===== src/rtl/riscv_mem_stage_v2.sv =====
// RISC-V MEM stage: issues loads/stores to a word-addressed cache and owns the MEM/WB register.
// Zero-wait accesses add no stall and sub-word stores without byte enables cost one extra read cycle; mem_stall holds upstream while d_stall is high.
module riscv_mem_stage_v2 #(
    parameter int BIT_W   = 32,
    parameter int ADDR_W  = BIT_W - $clog2(BIT_W / 8),
    parameter bit BYTE_EN = 1'b0
) (
    input  logic                 clk,
    input  logic                 rst_n,
    input  logic                 ex_valid,
    input  logic [BIT_W-1:0]     alu_result_in,
    input  logic [BIT_W-1:0]     store_data_in,
    input  logic [4:0]           rd_in,
    input  logic [2:0]           funct3_in,
    input  logic                 memrd_in,
    input  logic                 memwr_in,
    input  logic                 mem2reg_in,
    input  logic                 regwr_in,
    output logic                 mem_stall,
    output logic                 d_read,
    output logic                 d_write,
    output logic [ADDR_W-1:0]    d_addr,
    output logic [BIT_W-1:0]     d_wdata,
    output logic [BIT_W/8-1:0]   d_be,
    input  logic [BIT_W-1:0]     d_rdata,
    input  logic                 d_stall,
    output logic                 wb_valid,
    output logic                 wb_regwr,
    output logic                 wb_misalign,
    output logic [4:0]           wb_rd,
    output logic [BIT_W-1:0]     wb_data
);

    localparam int LANES = BIT_W / 8;
    localparam int OFF_W = $clog2(LANES);

    typedef enum logic [0:0] {S_IDLE, S_RMW_WR} state_t;

    state_t             state_q;
    logic [BIT_W-1:0]   merge_q;
    logic               wb_valid_q, wb_regwr_q, wb_misalign_q;
    logic [4:0]         wb_rd_q;
    logic [BIT_W-1:0]   wb_data_q;

    logic [OFF_W-1:0]   off;
    logic [1:0]         size;
    logic               mem_op, misalign, aligned_op, rmw;
    logic [LANES-1:0]   be_base, be_lane;
    logic [BIT_W-1:0]   wrep, merge_d, sh, keep, load_ext;
    logic               msb;

    assign off        = alu_result_in[OFF_W-1:0];
    assign size       = funct3_in[1:0];
    assign mem_op     = ex_valid & (memrd_in | memwr_in);
    assign aligned_op = mem_op & ~misalign;
    assign be_lane    = be_base << off;
    // Anything narrower than the full word needs a merge when the cache has no byte enables.
    assign rmw        = memwr_in & ~(&be_base) & ~BYTE_EN;
    assign d_addr     = ADDR_W'(alu_result_in >> OFF_W);

    always_comb begin
        misalign = 1'b0;
        be_base  = '1;
        wrep     = store_data_in;
        keep     = '1;
        msb      = 1'b0;
        sh       = d_rdata >> {off, 3'b000};
        case (size)
            2'd0: begin
                be_base = LANES'(1);
                wrep    = {LANES{store_data_in[7:0]}};
                keep    = BIT_W'(8'hFF);
                msb     = sh[7];
            end
            2'd1: begin
                misalign = alu_result_in[0];
                be_base  = LANES'(3);
                wrep     = {(LANES/2){store_data_in[15:0]}};
                keep     = BIT_W'(16'hFFFF);
                msb      = sh[15];
            end
            2'd2: begin
                misalign = |alu_result_in[1:0];
                be_base  = LANES'(4'hF);
                wrep     = {(LANES/4){store_data_in[31:0]}};
                keep     = BIT_W'(32'hFFFF_FFFF);
                msb      = sh[31];
            end
            default: begin
                misalign = |alu_result_in[2:0];
                msb      = sh[BIT_W-1];
            end
        endcase
        load_ext = (sh & keep) | (~keep & {BIT_W{~funct3_in[2] & msb}});
        for (int i = 0; i < LANES; i++) begin
            merge_d[8*i +: 8] = be_lane[i] ? wrep[8*i +: 8] : d_rdata[8*i +: 8];
        end
    end

    always_comb begin
        d_read    = 1'b0;
        d_write   = 1'b0;
        mem_stall = 1'b0;
        d_wdata   = wrep;
        d_be      = BYTE_EN ? be_lane : '1;
        if (state_q == S_RMW_WR) begin
            d_write   = 1'b1;
            d_wdata   = merge_q;
            d_be      = '1;
            mem_stall = d_stall;
        end else if (aligned_op) begin
            if (memwr_in && !rmw) d_write = 1'b1;
            else                  d_read  = 1'b1;
            mem_stall = d_stall | rmw;
        end
        if (!rst_n) begin
            d_read    = 1'b0;
            d_write   = 1'b0;
            mem_stall = 1'b0;
        end
    end

    always_ff @(posedge clk or negedge rst_n) begin
        if (!rst_n) begin
            state_q       <= S_IDLE;
            merge_q       <= '0;
            wb_valid_q    <= 1'b0;
            wb_regwr_q    <= 1'b0;
            wb_misalign_q <= 1'b0;
            wb_rd_q       <= '0;
            wb_data_q     <= '0;
        end else begin
            case (state_q)
                S_IDLE: if (aligned_op && rmw && !d_stall) begin
                    merge_q <= merge_d;
                    state_q <= S_RMW_WR;
                end
                S_RMW_WR: if (!d_stall) state_q <= S_IDLE;
                default: state_q <= S_IDLE;
            endcase
            if (mem_stall) begin
                wb_valid_q    <= 1'b0;
                wb_regwr_q    <= 1'b0;
                wb_misalign_q <= 1'b0;
            end else begin
                wb_valid_q    <= ex_valid;
                wb_rd_q       <= rd_in;
                wb_regwr_q    <= ex_valid & regwr_in & ~misalign;
                wb_data_q     <= mem2reg_in ? load_ext : alu_result_in;
                wb_misalign_q <= mem_op & misalign;
            end
        end
    end

    assign wb_valid    = wb_valid_q;
    assign wb_regwr    = wb_regwr_q;
    assign wb_misalign = wb_misalign_q;
    assign wb_rd       = wb_rd_q;
    assign wb_data     = wb_data_q;

endmodule


===== config.mk =====
export PLATFORM = sky130hd
export DESIGN_NAME = riscv_mem_stage_v2
export DESIGN_NICKNAME = d
export VERILOG_FILES = /design/src/rtl/riscv_mem_stage_v2.sv
export SDC_FILE = /design/constraint.sdc
export NUM_CORES = 1
export LEC_CHECK = 0
export ABC_AREA = 1
export CAP_MARGIN = 20
export CORE_ASPECT_RATIO = 0.6
export CORE_MARGIN = 2
export CORE_UTILIZATION = 47
export DETAILED_ROUTE_END_ITERATION = 8
export GPL_TIMING_DRIVEN = 0
export PLACE_DENSITY = 0.88
export SLEW_MARGIN = 30
export SYNTH_ARGS = -nofsm -noshare
export SYNTH_HDL_FRONTEND = slang
export SYNTH_SLANG_ARGS = --single-unit

===== constraint.sdc =====
create_clock -name clk -period 4 [get_ports clk]
set_input_delay 1.2 -clock clk [delete_from_list [all_inputs] [get_ports clk]]
set_output_delay 1.2 -clock clk [all_outputs]
set_load 0.01 [all_outputs]

==> metrics.csv <==
metric;value;unit
Top Metal Used;met4;
Port Buffers;214;
initial core utilization;0.4813;
DP HPWL;15.88;mm
FF-to-FF path depth;8;
setup TNS;0;ns
Clock transition at path regs;0.06;ns
Pint;1.766;mW
WP data arrival;2.75;ns
I/O pins;221;
site row count;29;
Final setup viols;0;
Hold Path Class;reg -> reg;
Cell Count, Final, Fillers Out;1173;
crit path max fanout;10;
gr usage total;0.3478;
max incr delay on CP;0.55;ns
number of stages on the worst setup path;7;
Fmax;252.9;MHz
Avg WL per Cell;17.34;um
Hold Violations, Final;0;
Mapped Cells;795;
# H-tree levels;3;
Worst Max-Slew Pin Slew;0.5665;ns
pin count of the biggest net entering global routing;29;
Critical path destination;d_wdata[16];
Sinks on Clock Net;73;
initial antenna violation count;1;
Leak;3.869;nW
Cells after DPL;1152;
crit path cell chain;clkdlybuf4s15_2, inv_2, buf_6, clkbuf_4, o21ai_0, o21ai_1, clkdlybuf4s50_1;
nets;1141;
drt first pass iters;6;
Via Count;6293;
most frequent standard cell in the layout excluding fill and tap cells;nand2_1;
Die W;138.3;um
Critical R2R Launch;state_q;
Core Footprint;0.01056;mm2
# diodes;0;
root buf cell;clkbuf_16;
Hold Worst Slack;0.4702;ns
final core utilization;0.7427;
unrepaired setup endpoints after global routing;false;
P_sw;0.8148;mW
relative slew slack;0.6223;
clock latency on the worst-skew pair;0.33;ns
Setup Crit Path Kind;in -> out;
beginning of the critical path;funct3_in[1];
Power Total;2.581;mW
power per cell area;329.1;mW/mm2
Placer Congestion;0.9833;
max cap viols;0;
Yosys cell types;29;
first-pass GRT wire length;31.68;mm
Routed WL;20.34;mm
Worst Setup Start Kind;input pin;
part of the cycle the worst path needs;0.9887;
setup ws final;0.04530;ns
Required @ worst endpoint;2.80;ns
Worst Setup Slack post-DPL;-0.5316;ns
Num CTS Buffers;9;
clock network power share;0.310;
Die Y;84.55;um
Critical Path End Type;primary output;
vias per inst;5.365;
reg2reg end;merge_q[8];
sequential fraction of design power;0.365;
die area;0.01169;mm2
initial drt markers;562;
status;completed;
gr ovfl total;0;
minimum clock period;3.955;ns
Metal-1 WL;9.005;mm
CP max-delay cell;clkdlybuf4s50_1;
filler cell count;849;
clk_skew;0.003142;ns
Synth Cell Area;0.005082;mm2
area post-placement;0.007435;mm2
CTS Buffer Depth;2;
VDD IR max;219.3;uV
most frequent cells in the layout;nand2_1, clkdlybuf4s50_1, o21ai_0, nor2_1, dfrtp_1;
fraction of layout cells with a size suffix above 1;0.09478;
Met3 Routed Length;2.660;mm
Final Instance Area;0.007843;mm2
area grow syn2layout;54.31;%
DRT antenna net count;0;
DRC Markers;0;
CP bufs+invs;5;
vias in the first global route;5940;
Slew Limit Fails;0;
combinational share of power;0.325;
cts hold-fix bufs;0;
Top delay family on crit path;buffers and inverters;
flops & latches, synth;73;
sequential share of the synthesized area;0.3594;
Switching Fraction;0.3157;
flop2flop setup slack;2.01;ns
CTS tree;built;
Met2 Wirelength;8.395;mm
Mapped Avg Cell Area;6.393;um2
synth warn;0;
[cell type report]
| cell class | instances | area, um2 | share of cell area |
|---|---|---|---|
| clock inverters | 5 | 56.30 | 0.007179 |
| repair buffers | 221 | 2258 | 0.2880 |
| plain buffers | 78 | 484.2 | 0.06174 |
| multi-input cells | 580 | 2555 | 0.3258 |
| clock buffers | 11 | 232.7 | 0.02967 |
| well taps | 139 | 173.9 | 0.02218 |
| flip-flops and latches | 73 | 1827 | 0.2329 |
| inverters | 66 | 255.2 | 0.03255 |
[kinds of logic after synthesis]
kind of cell           after synthesis  share of synthesized area
AOI/OAI and AO/OA                  187                     0.1974
buffers and inverters              145                     0.1428
DFF                                 73                     0.3594
other                                1                  0.0007378
and+or+nand+nor                    389                     0.2996
[worst reg2reg max path: stages, from the launching register on]
cell and delay (ns):
dfrtp_1 0.35, buf_2 0.17, inv_2 0.17, nand3_1 0.13, nor2_1 0.11, nand3_1 0.23
inv_1 0.28, buf_2 0.30, o21ai_0 0.13
[per-layer routing]
layer  vias to the layer above  global-route usage
li1                       2968                   -
met1                      2915              0.5011
met2                       381              0.5050
met3                        29              0.1272
met4                         0             0.06865
met5                         -                   0
[cell usage after synthesis]
| cell | number | share of area |
|---|---|---|
| o21ai_0 | 142 | 0.14 |
| nor2_8 | 1 | 0.0039 |
| buf_2 | 15 | 0.015 |
| nor4_1 | 1 | 0.0012 |
| a22oi_1 | 1 | 0.0015 |
| nand4_1 | 1 | 0.0012 |
| clkbuf_2 | 1 | 0.00098 |
| inv_2 | 5 | 0.0037 |
| nand2_2 | 3 | 0.0037 |
| o21a_1 | 1 | 0.0015 |
| o211ai_1 | 10 | 0.015 |
| buf_4 | 37 | 0.055 |
| clkbuf_1 | 22 | 0.016 |
| buf_6 | 3 | 0.0066 |
| inv_1 | 61 | 0.045 |
| a21oi_1 | 22 | 0.022 |
| dfrtp_1 | 73 | 0.36 |
| nand2_4 | 1 | 0.0022 |
| a22oi_2 | 1 | 0.0025 |
| nand3_2 | 1 | 0.0020 |
| a21oi_2 | 2 | 0.0034 |
| conb_1 | 1 | 0.00074 |
| buf_1 | 1 | 0.00074 |
| nand3_1 | 12 | 0.012 |
| nor2_2 | 2 | 0.0025 |
| o221ai_1 | 5 | 0.0086 |
| nand2_1 | 289 | 0.21 |
| a31oi_1 | 3 | 0.0037 |
| nor2_1 | 78 | 0.058 |
[what timing repair did]
action	CTS	global route
pin swaps	8	1
buffers inserted	5	0
hold endpoints to repair	0	0
setup endpoints to repair	27	14
gates cloned	1	0
resized for setup	31	19
[state kept, by name, summed over array words and instances (netlist names)]
register and flops:
wb_rd 5, wb_regwr 1, wb_valid 1, wb_misalign 1
state_q 1, merge_q 32, wb_data 32
[worst min path at each step]
stage          cells past startpoint         end  slack [ns]        from
2_1_floorplan                      2  merge_q[0]        0.45  merge_q[0]
3_3_place_gp                       2    wb_rd[1]        0.46    wb_rd[1]
3_5_place_dp                       2    wb_rd[1]        0.46    wb_rd[1]
4_1_cts                            2    wb_rd[1]        0.47    wb_rd[1]
5_1_grt                            2    wb_rd[1]        0.49    wb_rd[1]
6_report                           2    wb_rd[1]        0.47    wb_rd[1]
[power groups by stage]
stage	clock network, mW	registers (mW)	logic [mW]
floorplan	0	0.962	0.361
global placement	0	0.946	0.806
detailed placement	0	0.949	0.820
CTS	0.800	0.938	0.831
global route	0.832	0.954	0.919
finish	0.801	0.941	0.839
Power figures use the tool's default switching activity.
